===== src/rtl/lcd_line_streamer_pkg.sv =====
// Shared video types, panel geometry and shade-to-RGB tables for the LCD path.
// Colour table selection lives in lcd_line_streamer (DMG_GREEN_MAP_EN).
package video_types;

  localparam int LCD_LINEWIDTH = 160;
  localparam int LCD_LINES     = 144;

  typedef logic [1:0]  Pixel;
  typedef logic [23:0] Rgb888;

  typedef enum logic {
    IDLE,
    STREAM
  } stream_state_t;

  localparam logic [3:0][23:0] GREY_TAB = {
    24'h000000,
    24'h555555,
    24'hAAAAAA,
    24'hFFFFFF
  };

  localparam logic [3:0][23:0] DMG_TAB = {
    24'h0F380F,
    24'h306230,
    24'h8BAC0F,
    24'h9BBC0F
  };

  function automatic Rgb888 shade_to_rgb(
    input Pixel             p,
    input logic [3:0][23:0] tab
  );
    return tab[p];
  endfunction

endpackage


===== src/rtl/lcd_line_streamer_pingpong.sv =====
// Two-slot line store with write/read pointers and occupancy count.
module line_pingpong
  import video_types::*;
#(
  parameter int LINE_WIDTH = LCD_LINEWIDTH
) (
  input  logic                    clk,
  input  logic                    reset,
  input  logic                    wr_en,
  input  logic [2*LINE_WIDTH-1:0] wr_pixels,
  input  logic [7:0]              wr_num,
  input  logic                    rd_free,
  output logic [2*LINE_WIDTH-1:0] rd_pixels,
  output logic [7:0]              rd_num,
  output logic [1:0]              occ
);

  logic [1:0][2*LINE_WIDTH-1:0] pix_q;
  logic [1:0][7:0]              num_q;
  logic                         wr_ptr;
  logic                         rd_ptr;

  always_ff @(posedge clk) begin
    if (reset) begin
      pix_q  <= '0;
      num_q  <= '0;
      wr_ptr <= 1'b0;
      rd_ptr <= 1'b0;
      occ    <= 2'd0;
    end else begin
      if (wr_en) begin
        pix_q[wr_ptr] <= wr_pixels;
        num_q[wr_ptr] <= wr_num;
        wr_ptr        <= ~wr_ptr;
      end
      if (rd_free) begin
        rd_ptr <= ~rd_ptr;
      end
      // simultaneous write and free leaves the count alone
      unique case ({wr_en, rd_free})
        2'b10:   occ <= occ + 2'd1;
        2'b01:   occ <= occ - 2'd1;
        default: occ <= occ;
      endcase
    end
  end

  assign rd_pixels = pix_q[rd_ptr];
  assign rd_num    = num_q[rd_ptr];

endmodule


===== src/rtl/lcd_line_streamer.sv =====
// Streams buffered 2-bit lines as RGB888 pixels with sol/eol/sof markers.
// Define DMG_GREEN_MAP_EN for the green palette; default is greyscale.
module lcd_line_streamer
  import video_types::*;
#(
  parameter int LINE_WIDTH = LCD_LINEWIDTH,
  parameter int NUM_LINES  = LCD_LINES
) (
  input  logic                    clk,
  input  logic                    reset,
  input  logic                    line_in_valid,
  output logic                    line_in_ready,
  input  logic [7:0]              line_in_num,
  input  logic [2*LINE_WIDTH-1:0] line_in_pixels,
  output logic                    px_valid,
  input  logic                    px_ready,
  output logic [23:0]             px_data,
  output logic                    px_sol,
  output logic                    px_eol,
  output logic                    px_sof,
  output logic                    bad_line
);

`ifdef DMG_GREEN_MAP_EN
  localparam logic [3:0][23:0] SHADE_TAB = DMG_TAB;
`else
  localparam logic [3:0][23:0] SHADE_TAB = GREY_TAB;
`endif

  localparam logic [7:0] LAST_IDX = 8'(LINE_WIDTH - 1);

  stream_state_t           state;
  logic [7:0]              idx;
  logic [1:0]              occ;
  logic [2*LINE_WIDTH-1:0] rd_pixels;
  logic [7:0]              rd_num;
  logic                    accept;
  logic                    drop;
  logic                    wr_en;
  logic                    pop;
  logic                    last;
  logic                    rd_free;
  Pixel                    px_shade;

  assign line_in_ready = (occ != 2'd2);
  assign accept        = line_in_valid && line_in_ready;
  assign drop          = accept && (int'(line_in_num) >= NUM_LINES);
  assign wr_en         = accept && !drop;

  assign last    = (idx == LAST_IDX);
  assign pop     = px_valid && px_ready;
  assign rd_free = pop && last;

  line_pingpong #(
    .LINE_WIDTH(LINE_WIDTH)
  ) u_pingpong (
    .clk       (clk),
    .reset     (reset),
    .wr_en     (wr_en),
    .wr_pixels (line_in_pixels),
    .wr_num    (line_in_num),
    .rd_free   (rd_free),
    .rd_pixels (rd_pixels),
    .rd_num    (rd_num),
    .occ       (occ)
  );

  always_ff @(posedge clk) begin
    if (reset) begin
      state    <= IDLE;
      idx      <= 8'd0;
      bad_line <= 1'b0;
    end else begin
      if (drop) begin
        bad_line <= 1'b1;
      end
      unique case (state)
        IDLE: begin
          if (wr_en) begin
            state <= STREAM;
          end
        end
        STREAM: begin
          if (pop) begin
            idx <= last ? 8'd0 : idx + 8'd1;
            // go idle only when nothing else is buffered or arriving
            if (last && occ == 2'd1 && !wr_en) begin
              state <= IDLE;
            end
          end
        end
        default: state <= IDLE;
      endcase
    end
  end

  assign px_shade = rd_pixels[{idx, 1'b0} +: 2];
  assign px_valid = (state == STREAM);
  assign px_sol   = px_valid && (idx == 8'd0);
  assign px_eol   = px_valid && last;
  assign px_sof   = px_sol && (rd_num == 8'd0);
  assign px_data  = px_valid ? shade_to_rgb(px_shade, SHADE_TAB) : 24'h0;

endmodule


===== config.mk =====
export PLATFORM = sky130hd
export DESIGN_NAME = lcd_line_streamer
export DESIGN_NICKNAME = d
export VERILOG_FILES = /design/src/rtl/lcd_line_streamer_pkg.sv /design/src/rtl/lcd_line_streamer_pingpong.sv /design/src/rtl/lcd_line_streamer.sv
export SDC_FILE = /design/constraint.sdc
export NUM_CORES = 2
export LEC_CHECK = 0
export ABC_CLOCK_PERIOD_IN_PS = 6050
export CORE_MARGIN = 2
export CORE_UTILIZATION = 35
export DETAILED_ROUTE_END_ITERATION = 12
export PLACE_DENSITY_LB_ADDON = 0.2
export SLEW_MARGIN = 25
export SYNTH_ARGS = -nofsm -noshare
export SYNTH_HDL_FRONTEND = slang
export SYNTH_SLANG_ARGS = --single-unit

===== constraint.sdc =====
create_clock -name clk -period 6.05 [get_ports clk]
set_input_delay 0.9075 -clock clk [delete_from_list [all_inputs] [get_ports clk]]
set_output_delay 0.9075 -clock clk [all_outputs]
set_load 0.02 [all_outputs]

After elaboration in Yosys (flattened, before gate mapping)
Index checks and enable logic that the tools add are counted.

storage, ports and cells
  logic and storage cells = 63
  output and inout port bits = 30
  input bits = 332
  flip-flop bits (word level) = 670

operators by class
  $lt $le $gt $ge = 5
  multiplexer cells = 19
  bitwise operators = 3
  equal/unequal tests = 5
  add/sub/neg operators = 3
  shifts and indexed selects = 1
  reductions and logical operators = 17

operators with widths
  kind                                                                          count
  320-bit 2-to-1 mux                                                            3
  640-bit bitwise mux                                                           1
  320-bit demux with 1-bit select                                               1
  320-bit by 10-bit variable part select with 2-bit output                      1
  24-bit binary-select mux with 2-bit select                                    1
  24-bit 2-to-1 mux                                                             2
  8-bit 2-to-1 mux                                                              4
  16-bit bitwise mux                                                            1
  8-bit zero test                                                               2
  1-bit logical AND                                                             11
  8-bit by 1-bit adder with 8-bit output, second input constant                 1
  8-bit demux with 1-bit select                                                 1
  8-bit == test, second input constant                                          1
  8-bit >= comparator, second input constant                                    1
  2-bit by 1-bit == test with 1-bit output, second input constant               2
  1-bit by 2-bit less-than comparator with 1-bit output, second input constant  2
  2-bit case mux with 2 select lines                                            1
  2-bit by 3-bit less-than comparator with 1-bit output, second input constant  1
  1-bit 2-to-1 mux                                                              3
  1-bit NOT                                                                     3
  2-bit by 1-bit adder with 2-bit output, second input constant                 1
  2-bit == test, second input constant                                          1
  1-bit zero test                                                               2
  2-bit inequality test, second input constant                                  1
  5 further kinds                                                               5

Depth between registers and ports, before layout
  depth in word-level cells = 10
  depth in mapped cells = 13
  mapped depth without buffers = 10

Modules after synthesis
From an unflattened synthesis, not the netlist that was laid out.

unflattened totals
  cell total of the unflattened synthesis = 3626
  area, all modules = 30006.3 µm²

modules (own cells, without submodules)
  module             area each (µm²)  seq. area each (µm²)  instances  cells an instance
  line_pingpong      26529.2          13212.7               1          3229
  lcd_line_streamer  3477.1           200.2                 1          397

Least setup slack after synthesis
OpenSTA, ideal clock, no wires.

  path kind = flip-flop to output port
  start = register idx[0]
  end = output port px_data[10]
  stages on the path, launching flop included = 13
  path buffers = 6
  setup slack = 1.882 ns
  data required time = 5.142 ns
  arrival = 3.261 ns
  cells stage by stage = dfxtp_1 > buf_6 > buf_12 > buf_12 > buf_6 > buf_2 > mux4_2 > a22oi_1 > nand4_1 > nand3_1 > nand3b_1 > a31oi_1 > buf_4

between the ends
  word-level cells in the longest chain between the ends = 4

RTL lines
  what                                                      line                         RTL
  start, declared                                           lcd_line_streamer.sv:33      logic [7:0] idx;
  start signal, assigned                                    lcd_line_streamer.sv:85      idx <= last ? 8'd0 : idx + 8'd1;
  320-bit by 10-bit variable part select with 2-bit output  lcd_line_streamer.sv:97      assign px_shade = rd_pixels[{idx, 1'b0} +: 2];
  24-bit binary-select mux with 2-bit select                lcd_line_streamer_pkg.sv:34  return tab[p];
  24-bit 2-to-1 mux (implied by the code)                   lcd_line_streamer_pkg.sv:34
  24-bit 2-to-1 mux                                         lcd_line_streamer.sv:102     assign px_data = px_valid ? shade_to_rgb(px_shade, SHADE_TAB) : 24'h0;
  end, declared                                             lcd_line_streamer.sv:17      output logic [23:0] px_data,

Every way passes these cells. The select of a mux whose other input is x is not followed.

Final worst setup path
  start = register idx[0]
  end = output port px_data[5]

Same word-level chain as after synthesis.

==> results by group <==
Status
  – Status: complete, no violations

Min path
  – Hold path depth: 2
  – Hold Crit Class: reg2reg

Synthesis
  – Netlist cell types: between 50 and 60
  – Synth warn: 0
  – Synth Instances: 3425
  – Post-synth EDFFs: 0
  – Yosys top cell by area: dfxtp_1
  – Ys flop type: dfxtp_1
  – Synth Register Bits: 670
  – Syn_nets: about 3800
  – Synth top area share: 0.469
  – Ranking of synthesized cells by area: dfxtp_1 (47%), nand2_1 (18%), a21oi_1 (12%)
  – Sequential area share after synthesis: 0.469
  – Fraction of registers with async set/reset: 0
  – Mean post-synth cell area: 8.35 µm²
  – Mapped Area: 0.0286 mm²

Worst setup path
  – Worst path required time: between 5 and 6 ns
  – Reg2reg end: u_pingpong.occ[1]$_SDFFE_PP0P_
  – Setup crit start: idx[0]$_SDFFE_PP0P_
  – Worst R2R Path Depth: 11
  – Startpoint class of the critical path: register
  – Slowest CP cell: dfxtp_4
  – R2R Setup Slk: approximately 2.9 ns
  – CP Capture Point: px_data[5]
  – Critical Path, Cell by Cell: buf_12 -> nor2b_4 -> a221o_1 -> a31oi_1 -> o2111a_1 -> or3_1 -> a21oi_1 -> buf_4 -> clkdlybuf4s50_1
  – CP Class: reg2out
  – Largest fanout on the critical path: 29
  – CP arrival: 4.87 ns
  – Worst Setup End Kind: output pin
  – Slowest stage delay, CP: between 0.7 and 0.8 ns
  – Worst r2r src: idx[0]$_SDFFE_PP0P_

Timing
  – Setup TNS: 0 ns
  – Max frequency: 173 MHz
  – Period utilization: 0.955
  – Clk_skew: between 0.02 and 0.025 ns
  – Final Max Slew Viols: 0
  – Slew headroom: 0.256
  – Endpoints failing setup: 0
  – Final worst path period need: ~5.8 ns
  – WHS: 0.449 ns
  – Slew @ Worst Pin: 1.12 ns
  – Unrepaired setup endpoints after global routing: false
  – Fin. Hold Viols: 0

Route
  – WL final: 97500 µm
  – Routed Antenna Nets: 0
  – DRT iter0 DRCs: between 2000 and 2500
  – Post-DR wirelength/cell: 20.7 µm
  – Vias per cell: 5.24
  – Vias: 24700
  – TritonRoute pass-1 iters: 8
  – DRC viols: 0

CTS
  – CTS Root Cell: clkbuf_16
  – Clock Pin Slew Worst Setup and Hold Paths: 0.06 ns
  – Total setup buffers inserted after CTS: 0
  – CTS tree: done
  – Gates resized, CTS repair: 0
  – Worst skew pair latency: 0.61 ns
  – H-Tree Depth: 3
  – Hold-fix buffers, CTS: 0
  – CTS Sinks: 670
  – CTS max path bufs: 3
  – TritonCTS Buffers: 74

Power and ir drop
  – Sw Share: 0.248
  – Combinational Power Share: 0.107
  – Part of the power in registers: 0.454
  – Clk pwr share: 0.439
  – Maximum vdd drop: roughly 0.2 mV
  – LEAKAGE: 11.6 nW
  – Switching power: 2.56 mW
  – Int Pwr: about 8 mW
  – Pwr/cell area: around 290 mW/mm²

Placed design
  – PortBufs: 361
  – RD Place Congestion: 0.801
  – Hpwl dp: approximately 64000 µm

Finish
  – Ratio of cells with drive above 1 in the final layout: 0.0823
  – NumNets Final: 3936
  – Most frequent cells in the layout: nand2_1 (1343), a21oi_1 (674), dfxtp_1 (666)
  – Most common cell after layout, fill and taps aside: nand2_1
  – Area Growth Syn to Fin: 22.9%

Die
  – Initial Utilization: 0.354
  – Die area: 0.0840 mm²
  – Width of the die: 290 µm
  – Io pins: 362
  – Placement Rows: 104
  – Die Y-Extent: 290 µm
  – Core area: 0.0807 mm²

Global routing
  – GRT met2 Usage: 0.358
  – GR peak layer: met2
  – Largest net degree at the start of global routing: approximately 190
  – Initial antenna violation count: 5
  – Met1 Usage GRT: 0.307
  – Met3 Resource Use GR: 0.0492
  – GRT overflow: 0
  – Vias in the first global route: 23400
  – All-Layer GR Usage: 0.226
  – First-pass GRT wire length: 147000 µm

Run
  – Number of max-cap violations: 0
[stage by stage]
step                      utilization  worst slack [ns]  instances  instance area (µm²)  total power, mW
after global placement          0.405             0.840       4582                32700             5.88
final                           0.436             0.271       4720                35200             10.3
after CTS                       0.436             0.184       4717                35100             10.4
after global routing            0.436            0.0732       4719                35200             10.7
after floorplan                     -              1.88       3425                28600             5.37
after detailed placement        0.405             0.856       4583                32700             5.89
[state kept, by name (all words and copies together) (netlist names)]
| register | flops |
|---|---|
| bad_line | 1 |
| u_pingpong.pix_q | 640 |
| u_pingpong.num_q | 16 |
| idx | 8 |
| u_pingpong.wr_ptr | 1 |
| u_pingpong.rd_ptr | 1 |
| u_pingpong.occ | 2 |
| px_valid | 1 |
[area by class of cell]
class	instances	area, µm²
Multi-Input combinational cell	2440	13700
Sequential cell	670	13400
Antenna cell	3	7.51
Timing Repair Buffer	403	4170
Clock buffer	118	2270
Fill cell	8124	45500
Tap cell	1060	1330
Clock inverter	16	173
Inverter	10	37.5
[layer usage]
layer  part of all wire  vias up
met2               0.46      732
li1                   -    11900
met4              0.030        6
met3              0.067      141
met1               0.44    11900
met5            0.00038        -
[synth_stat cells, types with 12 or more instances]
library cell,n
nor2_1,43
mux2i_1,74
nand2_1,1345
mux4_1,12
clkbuf_1,171
a21oi_1,674
a221oi_1,22
buf_4,33
o21ai_0,15
dfxtp_1,670
mux4_2,128
buf_2,86
[power groups by stage]
stage / combinational (mW) / sequential [mW] / clock [mW]
after floorplan: 0.627 / 4.74 / 0
after global placement: 1.10 / 4.78 / 0
after detailed placement: 1.11 / 4.78 / 0
after CTS: 1.11 / 4.69 / 4.64
after global routing: 1.20 / 4.71 / 4.81
final: 1.10 / 4.69 / 4.54
[cells by family (layout without fill, tap and decap cells)]
family / count (synthesis) / after routing / synth area share
buffers and inverters: 315 / 547 / 0.0519
other: 0 / 3 / 0
adder cells (fa/ha/maj): 5 / 5 / 0.00219
multiplexers: 216 / 216 / 0.139
flip-flops: 670 / 670 / 0.469
XOR/XNOR: 10 / 10 / 0.00306
AO/OA/AOI/OAI: 760 / 760 / 0.140
AND/OR/NAND/NOR: 1449 / 1449 / 0.195
[worst min-delay path by stage]
stage | from | end | slack (ns)
4_1_cts | u_pingpong.pix_q[405]$_SDFFE_PP0P_ | u_pingpong.pix_q[405]$_SDFFE_PP0P_ | 0.45
2_1_floorplan | u_pingpong.num_q[2]$_SDFFE_PP0P_ | u_pingpong.num_q[2]$_SDFFE_PP0P_ | 0.43
5_1_grt | u_pingpong.pix_q[569]$_SDFFE_PP0P_ | u_pingpong.pix_q[569]$_SDFFE_PP0P_ | 0.46
3_5_place_dp | u_pingpong.pix_q[405]$_SDFFE_PP0P_ | u_pingpong.pix_q[405]$_SDFFE_PP0P_ | 0.44
3_3_place_gp | u_pingpong.pix_q[236]$_SDFFE_PP0P_ | u_pingpong.pix_q[236]$_SDFFE_PP0P_ | 0.44
6_report | u_pingpong.pix_q[59]$_SDFFE_PP0P_ | u_pingpong.pix_q[59]$_SDFFE_PP0P_ | 0.45
[critical path: cells and delay by family, from the launching register on]
kind	cells	cell delay, ns
buf+inv	3	1.23
compound gates	4	1.18
simple gates	2	1.04
flops	1	0.76
Note: power is estimated with default switching activity, not from simulation.
